**src/rtl/fetch_stage.sv**
```systemverilog
// Instruction-fetch stage: program counter plus a direct-mapped one-word-per-line
// instruction cache that refills from instruction memory over a req/ack handshake.
//
// state  | meaning
// RUN    | fetching; hits advance pc, misses start a refill
// REFILL | waiting for mem_ack; redirects are parked in the pending register
module fetch_stage #(
    parameter logic [31:0] RESET_PC = 32'h0000_0000,
    parameter int          LINES    = 16
) (
    input  logic        clk,
    input  logic        rst_n,
    input  logic        stall,
    input  logic        redirect,
    input  logic [31:0] redirect_pc,
    output logic        mem_req,
    output logic [31:0] mem_addr,
    input  logic        mem_ack,
    input  logic [31:0] mem_rdata,
    output logic [31:0] pc,
    output logic [31:0] next_pc,
    output logic [31:0] instruction,
    output logic        hit
);

    localparam int IW = $clog2(LINES);
    localparam int TW = 30 - IW;

    typedef enum logic {
        RUN,
        REFILL
    } state_t;

    state_t            state;
    state_t            state_nxt;
    logic [31:0]       pc_nxt;
    logic              pend_valid;
    logic              pend_valid_nxt;
    logic [31:0]       pend_pc;
    logic [31:0]       pend_pc_nxt;
    logic [31:0]       target;
    logic              fill;

    logic [LINES-1:0]  line_valid;
    logic [TW-1:0]     line_tag  [LINES];
    logic [31:0]       line_data [LINES];

    logic [IW-1:0]     idx;
    logic [TW-1:0]     tag;

    assign idx         = pc[IW+1:2];
    assign tag         = pc[31:IW+2];
    assign target      = redirect_pc & 32'hFFFF_FFFC;
    assign fill        = (state == REFILL) && mem_ack;

    assign hit         = (state == RUN) && line_valid[idx] && (line_tag[idx] == tag);
    assign instruction = hit ? line_data[idx] : 32'h0000_0000;
    assign next_pc     = pc + 32'd4;
    assign mem_req     = (state == REFILL);
    assign mem_addr    = {pc[31:2], 2'b00};

    always_comb begin
        state_nxt      = state;
        pc_nxt         = pc;
        pend_valid_nxt = pend_valid;
        pend_pc_nxt    = pend_pc;
        case (state)
            RUN: begin
                if (redirect) begin
                    pc_nxt = target;
                end else if (stall) begin
                    if (!hit) state_nxt = REFILL;
                end else if (hit) begin
                    pc_nxt = next_pc;
                end else begin
                    state_nxt = REFILL;
                end
            end
            REFILL: begin
                if (mem_ack) begin
                    state_nxt      = RUN;
                    pend_valid_nxt = 1'b0;
                    // a redirect arriving with the ack is newer than anything parked
                    if (redirect)        pc_nxt = target;
                    else if (pend_valid) pc_nxt = pend_pc;
                end else if (redirect) begin
                    pend_valid_nxt = 1'b1;
                    pend_pc_nxt    = target;
                end
            end
            default: state_nxt = RUN;
        endcase
    end

    always_ff @(posedge clk) begin
        if (!rst_n) begin
            state      <= RUN;
            pc         <= RESET_PC;
            pend_valid <= 1'b0;
            pend_pc    <= 32'h0000_0000;
            line_valid <= '0;
        end else begin
            state      <= state_nxt;
            pc         <= pc_nxt;
            pend_valid <= pend_valid_nxt;
            pend_pc    <= pend_pc_nxt;
            if (fill) line_valid[idx] <= 1'b1;
        end
    end

    // tag/data storage needs no reset; the valid bits gate every use
    always_ff @(posedge clk) begin
        if (rst_n && fill) begin
            line_tag[idx]  <= tag;
            line_data[idx] <= mem_rdata;
        end
    end

endmodule
```
**config.mk**
```make
export PLATFORM = sky130hd
export DESIGN_NAME = fetch_stage
export DESIGN_NICKNAME = d
export VERILOG_FILES = /design/src/rtl/fetch_stage.sv
export SDC_FILE = /design/constraint.sdc
export NUM_CORES = 1
export LEC_CHECK = 0
export BUFFER_PORTS_ARGS = -buffer_cell sky130_fd_sc_hd__clkbuf_2
export CORE_AREA = 2 2 304 306
export CTS_CLUSTER_SIZE = 16
export DETAILED_ROUTE_END_ITERATION = 8
export DIE_AREA = 0 0 306 308
export GPL_TIMING_DRIVEN = 0
export REMOVE_ABC_BUFFERS = 1
export SYNTH_ARGS = -nofsm -noshare
export SYNTH_HDL_FRONTEND = slang
export SYNTH_SLANG_ARGS = --single-unit
```
**constraint.sdc**
```tcl
create_clock -name clk -period 12.3 [get_ports clk]
set_clock_uncertainty 0.1 [all_clocks]
set_input_delay 3.69 -clock clk [delete_from_list [all_inputs] [get_ports clk]]
set_output_delay 3.69 -clock clk [all_outputs]
set_load 0.01 [all_outputs]
```
# Word level (Yosys, flattened, before mapping)
# Memory sizes are Yosys's and may differ from the RTL's. A register that Yosys moved wholly into a read port is not among the register bits.
# Index checks and enable logic that the tools add are counted.
dict set report op_classes {
  addsub 1
  mul 0
  n_div 0
  magnitude_cmp 2
  n_eq_ne 5
  n_shift 0
  n_mux 24
  bitwise_logic 3
  n_reduce_logical 9
}
# op count
set op_table {}
lappend op_table {{two-way mux 32 bit} 7}
lappend op_table {{one-hot mux 32 bit (2 select lines)} 1}
lappend op_table {{adder 32 x 3 -> 32 bit (second input constant)} 1}
lappend op_table {{== test 26 bit} 1}
lappend op_table {{two-way mux 4 bit} 4}
lappend op_table {{bitwise OR 16 bit} 1}
lappend op_table {{two-way mux 1 bit} 9}
lappend op_table {{inequality test 3 bit (second input constant)} 2}
lappend op_table {{logical AND 1 bit} 5}
lappend op_table {{< comparator 4 x 5 -> 1 bit (second input constant)} 1}
lappend op_table {{binary-select mux 1 bit (select 4 bit)} 1}
lappend op_table {{demux 1 bit (select 4 bit)} 1}
lappend op_table {{>= comparator 4 x 1 -> 1 bit (second input constant)} 1}
lappend op_table {{AND reduction 4 bit} 1}
lappend op_table {{inequality test 3 x 2 -> 1 bit (second input constant)} 1}
lappend op_table {{AND reduction 3 bit} 1}
lappend op_table {{inequality test 2 bit (second input constant)} 1}
lappend op_table {{NOT 1 bit} 2}
lappend op_table {{one-hot mux 1 bit (2 select lines)} 1}
lappend op_table {{AND reduction 2 bit} 1}
lappend op_table {{nonzero test 2 bit} 1}
dict set report totals {
  register_bits 80
  latch_bits 0
  ram_bits 928
  romBits 0
  output_inout_bits 130
  n_memories 2
}
# name words width rd rd_ports_with_merged_regs wr line
set memory_table {}
lappend memory_table {line_data 16 32 1 1 1 46} ;# logic [31:0] line_data [LINES];
lappend memory_table {line_tag 16 26 1 1 1 45} ;# logic [TW-1:0] line_tag [LINES];

# Logic depth before layout (Yosys ltp)
dict set report depth {
  word_depth 10
  mapped_depth 15
  mapped_depth_nobuf 8
}

# Worst setup path before layout
# OpenSTA, ideal clock, no wires.
dict set report synth_path {
  path_type {input to register}
  start {input rst_n}
  end {memory line_data[3][0] (enable)}
  setup_time_ps 548
  arrival_time_ps 8000
  path_slack_ps 3653
  path_stages 3
  n_path_buf 0
  cell_sequence {and3_1 > nand2_1 > nor3_1}
}
dict set report synth_between {
  elab_chain_cells 3
}
# item line
set synth_rtl {}
lappend synth_rtl {{from (decl)} 12} ;# input logic rst_n,
lappend synth_rtl {{logical AND 1 bit} 113} ;# if (rst_n && fill) begin
lappend synth_rtl {{two-way mux 1 bit} 113}
lappend synth_rtl {{two-way mux 1 bit (implied by the code)} 115} ;# line_data[idx] <= mem_rdata;
lappend synth_rtl {{to (decl)} 46}
# Every way passes these cells.

==> impl_metrics.json <==
{
  "status": "finished clean",
  "synth.area.top_cells": "edfxtp_1, mux4_2, dfxtp_1",
  "vdd_drop_max_uv": 124.2,
  "swShare_pct": 21.93,
  "arrival_ns": 5.96,
  "clock_path_buffers": 3,
  "synth_xor_area_share_pct": 1.225,
  "critical_path.startpoint_type": "register",
  "ys_warn_count": 0,
  "synth_cells": 2122,
  "diodes": 0,
  "finalWirelength_um": 94790,
  "worstPathRequired_ns": 8.51,
  "wl_met2_um": 46010,
  "syn_area_sq_um": 40650,
  "drtAntennaViolNets": 0,
  "max_freq_mhz": 102.5,
  "dpl.cell_count": 3435,
  "grt_overflow": 0,
  "yosys.area_share.adder_pct": 0.1231,
  "wl_met3_um": 5633,
  "pwr-share-clk_pct": 41.4,
  "synth.avg_cell_area_sq_um": 19.15,
  "first_iter_violations": 1939,
  "drv_slew": 0,
  "area_delta_synth_final_pct": 16.52,
  "grt_antenna_before_repair": 1,
  "powerDensity_nw_per_um2": 158.0,
  "fin_crit_ns": 9.753,
  "m1WireLength_um": 41130,
  "grt_pass1_vias": 21420,
  "p_sw_mw": 1.641,
  "rsz0062_at_grt": "false",
  "clkTransAtPathRegs_ns": 0.06,
  "ff2ff_path_depth": 11,
  "layout-drive-gt1-share_pct": 29.55,
  "p_seq_share_pct": 51.6,
  "num_rows": 111,
  "die_h_um": 308,
  "path_class": "reg2out",
  "clk_latency_ns": 0.68,
  "grt_max_degree": 67,
  "fp.dieW_um": 306,
  "htree_num_levels": 3,
  "synth_edf_count": 928,
  "final_nets": 2429,
  "crit_fanout": 39,
  "ys_async_sr_fraction_pct": 0,
  "synth_top_family_by_area": "multiplexers",
  "synth_area_leader_cell": "edfxtp_1",
  "root_buffer": "clkbuf_16",
  "via_count": 20770,
  "post-route-period-util_pct": 79.30,
  "synth.area.mux_share_pct": 16.85,
  "finalSetupTns_ns": 0,
  "via_per_inst": 5.724,
  "p_int_mw": 5.841,
  "dp_hpwl_um": 58720,
  "wl_per_cell_um": 26.12,
  "place.gp.congestion": 0.8104,
  "cts_setup_buffers": 0,
  "grt_usage_pct": 20.13,
  "holdBufCountCts": 0,
  "die-area_sq_um": 94250,
  "tightestPinTransition_ns": 1.373,
  "ys.flop_type": "edfxtp_1",
  "finalSetupViolCount": 0,
  "synthSimpleGateAreaFrac_pct": 3.968,
  "r2r_slack_ns": 6.81,
  "synth_compound_gate_area_share_pct": 2.817,
  "port_buffers": 190,
  "first_pass_iters": 5,
  "ys_seq_area_share_pct": 72.60,
  "yosys.area.top_type_share_pct": 68.56,
  "min_path_type": "reg2reg",
  "core_sq_um": 90970,
  "numCtsBuffers": 105,
  "post-route-drc-count": 0,
  "total_power_mw": 7.482,
  "final_hold_viol_count": 0,
  "hold_slack_ns": 0.3446,
  "maxSlewHeadroom_pct": 8.391,
  "cp-end-kind": "output pin",
  "layoutNonFillerInstCount": 3629,
  "power_frac_comb_pct": 7.1,
  "cts.sinks": 1010,
  "rr_endpoint": "pc[12]$_SDFFE_PN0N_",
  "setup.worst_path.end": "instruction[31]",
  "cts_tree": "built",
  "drv_cap": 0,
  "grt_first_pass_wirelength_um": 139700,
  "ioPinCount": 199,
  "ys_seq_elements": 1010,
  "p_leak_nw": 15.40,
  "cts.repair.resized": 0,
  "start_util_pct": 44.68,
  "top_layer": "met4",
  "synth.distinct_cells": 74
}
layer usage:
layer  track usage, %  vias to the layer above
met5                0                        -
met4            5.213                        0
met3            3.333                      127
met2            32.83                      661
met1            28.35                    11000
li1                 -                     8984
cells by family (layout without fill, tap and decap cells):
group           after synthesis  count (layout)
compound gates              168             168
xor+xnor                     56              56
simple gates                339             339
buf+inv                     180             496
fa+ha+maj                     4               4
mux                         364             364
other cells                   1               6
flops                      1010            1010
placed cells by master, fill, tap and decap left out, types with 34 or more instances in the layout:
| master | count |
|---|---|
| clkbuf_16 | 108 |
| nand2_1 | 164 |
| edfxtp_1 | 928 |
| clkbuf_2 | 190 |
| mux4_2 | 252 |
| xnor2_1 | 34 |
| nor2b_1 | 40 |
| mux2i_1 | 94 |
| dfxtp_1 | 77 |
| a21oi_1 | 46 |
worst min-delay path by stage:
stage	from	end	cells after the start
floorplan	line_valid[14]$_SDFFE_PN0P_	line_valid[14]$_SDFFE_PN0P_	1
global placement	line_valid[9]$_SDFFE_PN0P_	line_valid[9]$_SDFFE_PN0P_	1
detailed placement	line_valid[6]$_SDFFE_PN0P_	line_valid[6]$_SDFFE_PN0P_	1
CTS	line_valid[6]$_SDFFE_PN0P_	line_valid[6]$_SDFFE_PN0P_	1
global route	line_valid[8]$_SDFFE_PN0P_	line_valid[8]$_SDFFE_PN0P_	1
finish	line_valid[6]$_SDFFE_PN0P_	line_valid[6]$_SDFFE_PN0P_	1
final cells by class:
type	count	area, sq um
fillers	7084	43610
flip-flops and latches	1010	29520
multi-input cells	937	10290
clock buffers	135	2844
repair buffers	282	2590
well taps	1186	1484
clock inverters	59	554.3
inverters	20	77.57
cells in the mapped netlist, types with 3 or more instances:
library cell,n
a21o_1,24
a21oi_1,46
a22o_1,7
a22oi_1,11
a311oi_1,3
and2_1,4
and3_1,4
and4_1,5
buf_1,24
buf_2,18
buf_4,47
buf_6,14
clkbuf_1,57
dfxtp_1,82
edfxtp_1,928
ha_1,4
inv_1,19
mux2_1,4
mux2_2,12
mux2i_1,94
mux4_2,252
nand2_1,164
nand2b_1,8
nand3_1,27
nand3b_1,5
nand4_1,11
nor2_1,39
nor2b_1,40
nor3_1,14
nor4_1,5
o211ai_1,3
o21ai_0,33
o221a_1,3
o221a_2,3
o221ai_1,3
o22ai_1,5
xnor2_1,34
xor2_1,21
per-stage QoR:
step,instance area [sq um],utilization [%],setup WS (ns)
global placement,42200,46.38,-11.71
global route,47360,52.07,2.169
CTS,47360,52.07,2.307
finish,47360,52.07,2.547
detailed placement,43960,48.33,3.048
floorplan,39760,-,-2.843
power by group through the flow:
stage | Combinational, mW | Sequential (mW) | Clock, mW
2_1_floorplan | 0.385 | 3.95 | 0
3_3_place_gp | 0.579 | 4.01 | 0
3_5_place_dp | 0.535 | 3.93 | 0
4_1_cts | 0.536 | 3.86 | 3.15
5_1_grt | 0.570 | 3.87 | 3.27
6_report | 0.529 | 3.86 | 3.09
critical path: stages (launching register included):
cell      delay, ns
dfxtp_4        0.82
buf_16         0.35
buf_16         0.30
buf_16         0.29
nor2b_1        0.80
a22o_1         0.31
or3_1          0.14
nand3b_1       0.09
mux4_2         0.55
nor2_1         0.13
nand4_1        0.45
buf_8          0.35
buf_8          0.17
nor2b_1        0.26
clkbuf_2       0.19
flip-flops by register name (all words and copies together), names as in the netlist, named ones only:
signal	flops
line_data	512
pend_valid	1
mem_req	1
line_tag	416
pend_pc	30
pc	30
line_valid	16
Power figures use the tool's default switching activity.
